### src/rtl/mux_tree_pipe.sv
// rtl/mux_tree_pipe.sv - pipelined binary mux tree with external or auto-scan channel select
module mux_tree_pipe #(
  parameter int WIDTH    = 8,
  parameter int SEL_BITS = 2
) (
  input  logic                               clk,
  input  logic                               rst,
  input  logic                               en,
  input  logic                               mode,
  input  logic                               in_valid,
  input  logic [(1<<SEL_BITS)*WIDTH-1:0]     data_in,
  input  logic [SEL_BITS-1:0]                sel,
  input  logic                               scan_clr,
  output logic [WIDTH-1:0]                   data_out,
  output logic                               out_valid,
  output logic [SEL_BITS-1:0]                out_chan,
  output logic [SEL_BITS-1:0]                scan_ptr
);

  localparam int N = 1 << SEL_BITS;

  logic [SEL_BITS-1:0] s_eff;

  assign s_eff = mode ? scan_ptr : sel;

  // Clear wins over increment; the sample taken this cycle already used the old pointer.
  always_ff @(posedge clk or posedge rst) begin
    if (rst) begin
      scan_ptr <= '0;
    end else if (en) begin
      if (scan_clr) begin
        scan_ptr <= '0;
      end else if (mode && in_valid) begin
        scan_ptr <= scan_ptr + 1'b1;
      end
    end
  end

  for (genvar k = 0; k < SEL_BITS; k++) begin : g_lvl
    localparam int IN_N  = N >> k;
    localparam int OUT_N = N >> (k + 1);

    logic [IN_N*WIDTH-1:0]  d_in;
    logic [SEL_BITS-1:0]    s_in;
    logic                   v_in;
    logic [OUT_N*WIDTH-1:0] d_mux;
    logic [OUT_N*WIDTH-1:0] d_q;
    logic [SEL_BITS-1:0]    s_q;
    logic                   v_q;

    if (k == 0) begin : g_head
      assign d_in = data_in;
      assign s_in = s_eff;
      assign v_in = in_valid;
    end else begin : g_body
      assign d_in = g_lvl[k-1].d_q;
      assign s_in = g_lvl[k-1].s_q;
      assign v_in = g_lvl[k-1].v_q;
    end

    // Level k resolves select bit k; bubbles travel through the same path.
    always_comb begin
      d_mux = '0;
      for (int j = 0; j < OUT_N; j++) begin
        d_mux[j*WIDTH +: WIDTH] = s_in[k] ? d_in[(2*j+1)*WIDTH +: WIDTH]
                                          : d_in[(2*j)*WIDTH +: WIDTH];
      end
    end

    always_ff @(posedge clk or posedge rst) begin
      if (rst) begin
        d_q <= '0;
        s_q <= '0;
        v_q <= 1'b0;
      end else if (en) begin
        d_q <= d_mux;
        s_q <= s_in;
        v_q <= v_in;
      end
    end
  end

  assign data_out  = g_lvl[SEL_BITS-1].d_q;
  assign out_chan  = g_lvl[SEL_BITS-1].s_q;
  assign out_valid = g_lvl[SEL_BITS-1].v_q;

endmodule

### config.mk
export PLATFORM = sky130hd
export DESIGN_NAME = mux_tree_pipe
export DESIGN_NICKNAME = d
export VERILOG_FILES = /design/src/rtl/mux_tree_pipe.sv
export SDC_FILE = /design/constraint.sdc
export NUM_CORES = 1
export LEC_CHECK = 0
export CORE_MARGIN = 4
export CORE_UTILIZATION = 39
export CTS_CLUSTER_SIZE = 20
export DETAILED_ROUTE_END_ITERATION = 10
export PLACE_DENSITY = 0.74
export SLEW_MARGIN = 15
export SYNTH_ARGS = -nofsm -noshare
export SYNTH_HDL_FRONTEND = slang
export SYNTH_SLANG_ARGS = --single-unit
export TNS_END_PERCENT = 30
### constraint.sdc
create_clock -name clk -period 1.4 [get_ports clk]
set_input_delay 0.21 -clock clk [delete_from_list [all_inputs] [get_ports clk]]
set_output_delay 0.21 -clock clk [all_outputs]
set_load 0.005 [all_outputs]
# ---- Word-level counts from Yosys, hierarchy flattened
# Cells that the tools add are included.
dict set report op_classes {
  n_addsub 1
  n_mux 6
  n_reduce_logical 3
}
# cell count
set ops {}
lappend ops {{2-to-1 mux 8 bit} 3}
lappend ops {{2-to-1 mux 2 bit} 3}
lappend ops {{adder 2 x 1 -> 2 bit, second input constant} 1}
lappend ops {{AND reduction 2 bit} 1}
lappend ops {{nonzero test 2 bit} 1}
lappend ops {{logical AND 1 bit} 1}
dict set report totals {
  wordCells 17
  reg_bits 32
  inputBits 40
}

# ---- Logic depth before layout (Yosys ltp)
dict set report depth {
  ltp_word 3
  mapped_depth 5
}

# ---- Worst setup path before layout
# OpenSTA, ideal clock, no wires.
dict set report synth_path {
  path_kind {flip-flop to flip-flop}
  startpoint {register scan_ptr[0]}
  endpoint {register g_lvl[0].d_q[0]}
  setup_time_ps 137
  path_stages_with_launch 5
  synth_period_minus_slack_ps 1337
  t_arrival_ps 1200
  setup_slack_ps 63
  path_buffers 1
  path_cell_list {dfrtp_1 -> mux2i_4 -> buf_12 -> mux2i_1 -> a21oi_1}
}
dict set report synth_via {
  elab_chain_cells 2
}
# item line_no
set synth_rtl {}
lappend synth_rtl {{from (decl)} 17} ;# output logic [SEL_BITS-1:0] scan_ptr
lappend synth_rtl {{from (signal assigned)} 34} ;# scan_ptr <= scan_ptr + 1'b1;
lappend synth_rtl {{2-to-1 mux 2 bit} 24} ;# assign s_eff = mode ? scan_ptr : sel;
lappend synth_rtl {{2-to-1 mux 8 bit} 65} ;# d_mux[j*WIDTH +: WIDTH] = s_in[k] ? d_in[(2*j+1)*WIDTH +: WIDTH]
lappend synth_rtl {{to (signal assigned)} 76} ;# d_q <= d_mux;
lappend synth_rtl {{to (decl)} 47} ;# logic [OUT_N*WIDTH-1:0] d_q;
# No other way between the ends.
# A chain may end at the register's enable or synchronous reset.

# ---- Final worst setup path
dict set report layout_path {
  startpoint {register g_lvl[1].d_q[7] (netlist: data_out[7])}
  endpoint {output port data_out[7]}
}
# item line_no
set layout_rtl {}
lappend layout_rtl {{from (decl)} 47}
lappend layout_rtl {{from (signal assigned)} 76}
lappend layout_rtl {{to (decl)} 14} ;# output logic [WIDTH-1:0] data_out,
# No word-level cell between the ends.

==> results.md <==
- Outcome: completed
- Vias: 1,206
- Cell row count: 21
- Post-synthesis sequential area ratio: 0.5489
- Slowest-stage cell, CP: clkdlybuf4s50_1
- Diode count: 0
- Total wire length: between 3000 and 4000 um
- Worst min path class: in2async
- Mapped Nets: about 170
- Crit path DAT: ~1.2 ns
- Design Power: approximately 2.4 mW
- Setup CP Type: reg2out
- Clock Tree Buf Depth: 2
- Tmin final: approximately 1.4 ns
- Met2 routed WL: roughly 1600 um
- Hold Fails Final Rpt: 0
- Initial antenna violation count: 0
- Startpoint types: flop
- Pwr/cell area: 1094 nW/um2
- Cells along the critical path: clkdlybuf4s50_1
- Worst-path clk slew: ~0.060 ns
- Biggest cell delay along the critical path: about 0.5 ns
- RSZ-0062 raised after global routing: no
- Syn avg cell area: around 11 um2
- Clk_lat worst skew: 0.28 ns
- Wirelength per Cell: between 10 and 15 um
- WL met3: around 250 um
- Period utilization: 0.9694
- Total grt overflow: 0
- Yosys cell types: 18
- Clock Skews: 0.004399 ns
- Vias in the first global route: 1,279
- Area growth, synth to finish: 48.54%
- Num ports: 53
- WP data required: around 1.2 ns
- Fin. max-slew vios: 0
- Port Buffers: between 50 and 60
- Post-Synthesis Cells: 133
- Die X: 69.16 um
- CTS tree: done
- CTS root buf: clkbuf_8
- Starting density of the core: 0.4206
- Die Ht: between 60 and 70 um
- DRC errors left: 0
- Fin nets: ~230
- Synthesized cell area: ~1500 um2
- Crit-path leading delay family: buffers and inverters
- Leakage power: ~1.0 nW
- Final HPWL DP: 2451 um
- Critical Path Fanout Max: 2
- DR iter-0 viols: 39
- Iteration count of the initial detailed-routing pass: 4
- Synth area leader: dfrtp_1
- Yosys warnings: 0
- Die Area: between 4000 and 5000 um2
- Peak Freq: ~740 MHz
- Worst-Margin Slew: 0.5470 ns
- DRT antenna net count: 0
- Critical path buffers and inverters: 1
- All-Layer GR Usage: 0.1499
- Share of the synthesized area in the top cell type: 0.5489
- Share of layout cells above drive strength 1: 0.09375
- Setup Viol. Count Final: 0
- GPL Wtd Cong: 0.8047
- Slew margin rel.: 0.6353
- Flip-flop and latch count after synthesis: 32
- Crit. End Element: output pin
- Pin count of the biggest net entering global routing: 33
- Utilization after layout: 0.6248
- Post-DR vias/cell: between 5 and 6
- Core ar.: between 3000 and 4000 um2
- Top Layer Used: met4
- H-tree level count: 2
- M1 wire length: 1498 um
- Synth top area cells: dfrtp_1 (55%), mux2i_1 (17%), a21oi_1 (9.3%)
- CTS Buf Count: 5
- Clk sink count: 32
- First-pass GRT wire length: a little under 6000 um
- Peak VDD IR: between 500 and 600 uV
- MaxCap Viol Count: 0
-- cells in the mapped netlist --
| master | n |
|---|---|
| mux2_1 | 4 |
| buf_1 | 1 |
| inv_2 | 1 |
| clkbuf_1 | 5 |
| o21ai_1 | 2 |
| nor2_1 | 26 |
| mux2i_4 | 1 |
| nand2b_1 | 1 |
| dfrtp_1 | 32 |
| a21oi_1 | 27 |
| buf_6 | 1 |
| inv_1 | 1 |
| buf_2 | 1 |
| o21ai_0 | 2 |
| nand4b_1 | 1 |
| buf_12 | 1 |
| a31oi_1 | 1 |
| mux2i_1 | 25 |
-- path summary, 6_finish.rpt --
path | from | endpoint | slack [ns] | depth (start not counted)
max | data_out[7] | data_out[7] | 0.04 | 1
max reg2reg | scan_ptr[0] | g_lvl[0].d_q[6] | 0.06 | 5
min | rst | data_out[4] | 0.28 | 3
max in group asynchronous | rst | scan_ptr[0] | 0.94 | 3
min in group clk | en | out_chan[0] | 0.31 | 2
min reg2reg | out_chan[0] | out_chan[0] | 0.49 | 1
-- cell type report --
type | count | area (um2)
clock buffer | 8 | 90.09
fill | 311 | 1301
inverter | 2 | 7.507
multi-input combinational | 90 | 591.8
sequential | 32 | 802.0
tap | 46 | 57.56
timing repair buffer | 60 | 618.1
-- kinds of logic (layout without fill, tap and decap cells) --
group	count (synthesis)	in the layout	synth area share
AO/OA/AOI/OAI	32	32	0.1106
flip-flops	32	32	0.5489
multiplexers	30	30	0.2178
AND/OR/NAND/NOR	28	28	0.07719
buffers and inverters	11	70	0.04545
-- cells in the final DEF, fill, tap and decap left out, drive strengths merged --
| master | netlist | routed |
|---|---|---|
| clkdlybuf4s50 | 0 | 47 |
| nand4b | 1 | 1 |
| o21ai | 4 | 4 |
| inv | 2 | 2 |
| a21oi | 27 | 27 |
| dlymetal6s2s | 0 | 4 |
| a31oi | 1 | 1 |
| nand2b | 1 | 1 |
| nor2 | 26 | 26 |
| clkbuf | 5 | 8 |
| mux2i | 26 | 26 |
| dfrtp | 32 | 32 |
| buf | 4 | 9 |
| mux2 | 4 | 4 |
-- report_power, final --
| part | switching [mW] | internal, mW | total, mW |
|---|---|---|---|
| registers | 0.0782 | 1.04 | 1.12 |
| logic | 0.197 | 0.330 | 0.526 |
| clock network | 0.321 | 0.400 | 0.721 |
-- repair_timing --
item,in CTS,in global routing
resized for setup,1,6
hold endpoints to repair,0,0
setup buffers,1,1
hold buffers,0,0
cloned,0,0
setup endpoints to repair,1,16
-- per-layer routing --
layer  GRT usage  vias to the layer above
met5           0                        -
met4     0.05857                        0
met3     0.06977                        9
met2      0.2373                       51
met1      0.1761                      568
li1            -                      578
-- per-stage QoR --
step / std cells / TNS (ns) / setup WS, ns / hold WS, ns / instance area, um2
floorplan: 133 / 0 / 0.06269 / 0.3262 / 1459
global placement: 228 / -3.381 / -0.2422 / 0.4654 / 2043
detailed placement: 228 / -4.294 / -0.2931 / 0.4755 / 2043
CTS: 237 / 0 / 0.002717 / 0.2757 / 2142
global route: 238 / 0 / 0.0007500 / 0.2970 / 2167
finish: 238 / 0 / 0.04291 / 0.2769 / 2167
-- registers in the layout, summed over array words and instances (netlist names) --
| name | cells |
|---|---|
| data_out | 8 |
| g_lvl.d_q | 16 |
| g_lvl.s_q | 2 |
| g_lvl.v_q | 1 |
| out_chan | 2 |
| out_valid | 1 |
| scan_ptr | 2 |
No activity file was read; power rests on OpenSTA's default activity.
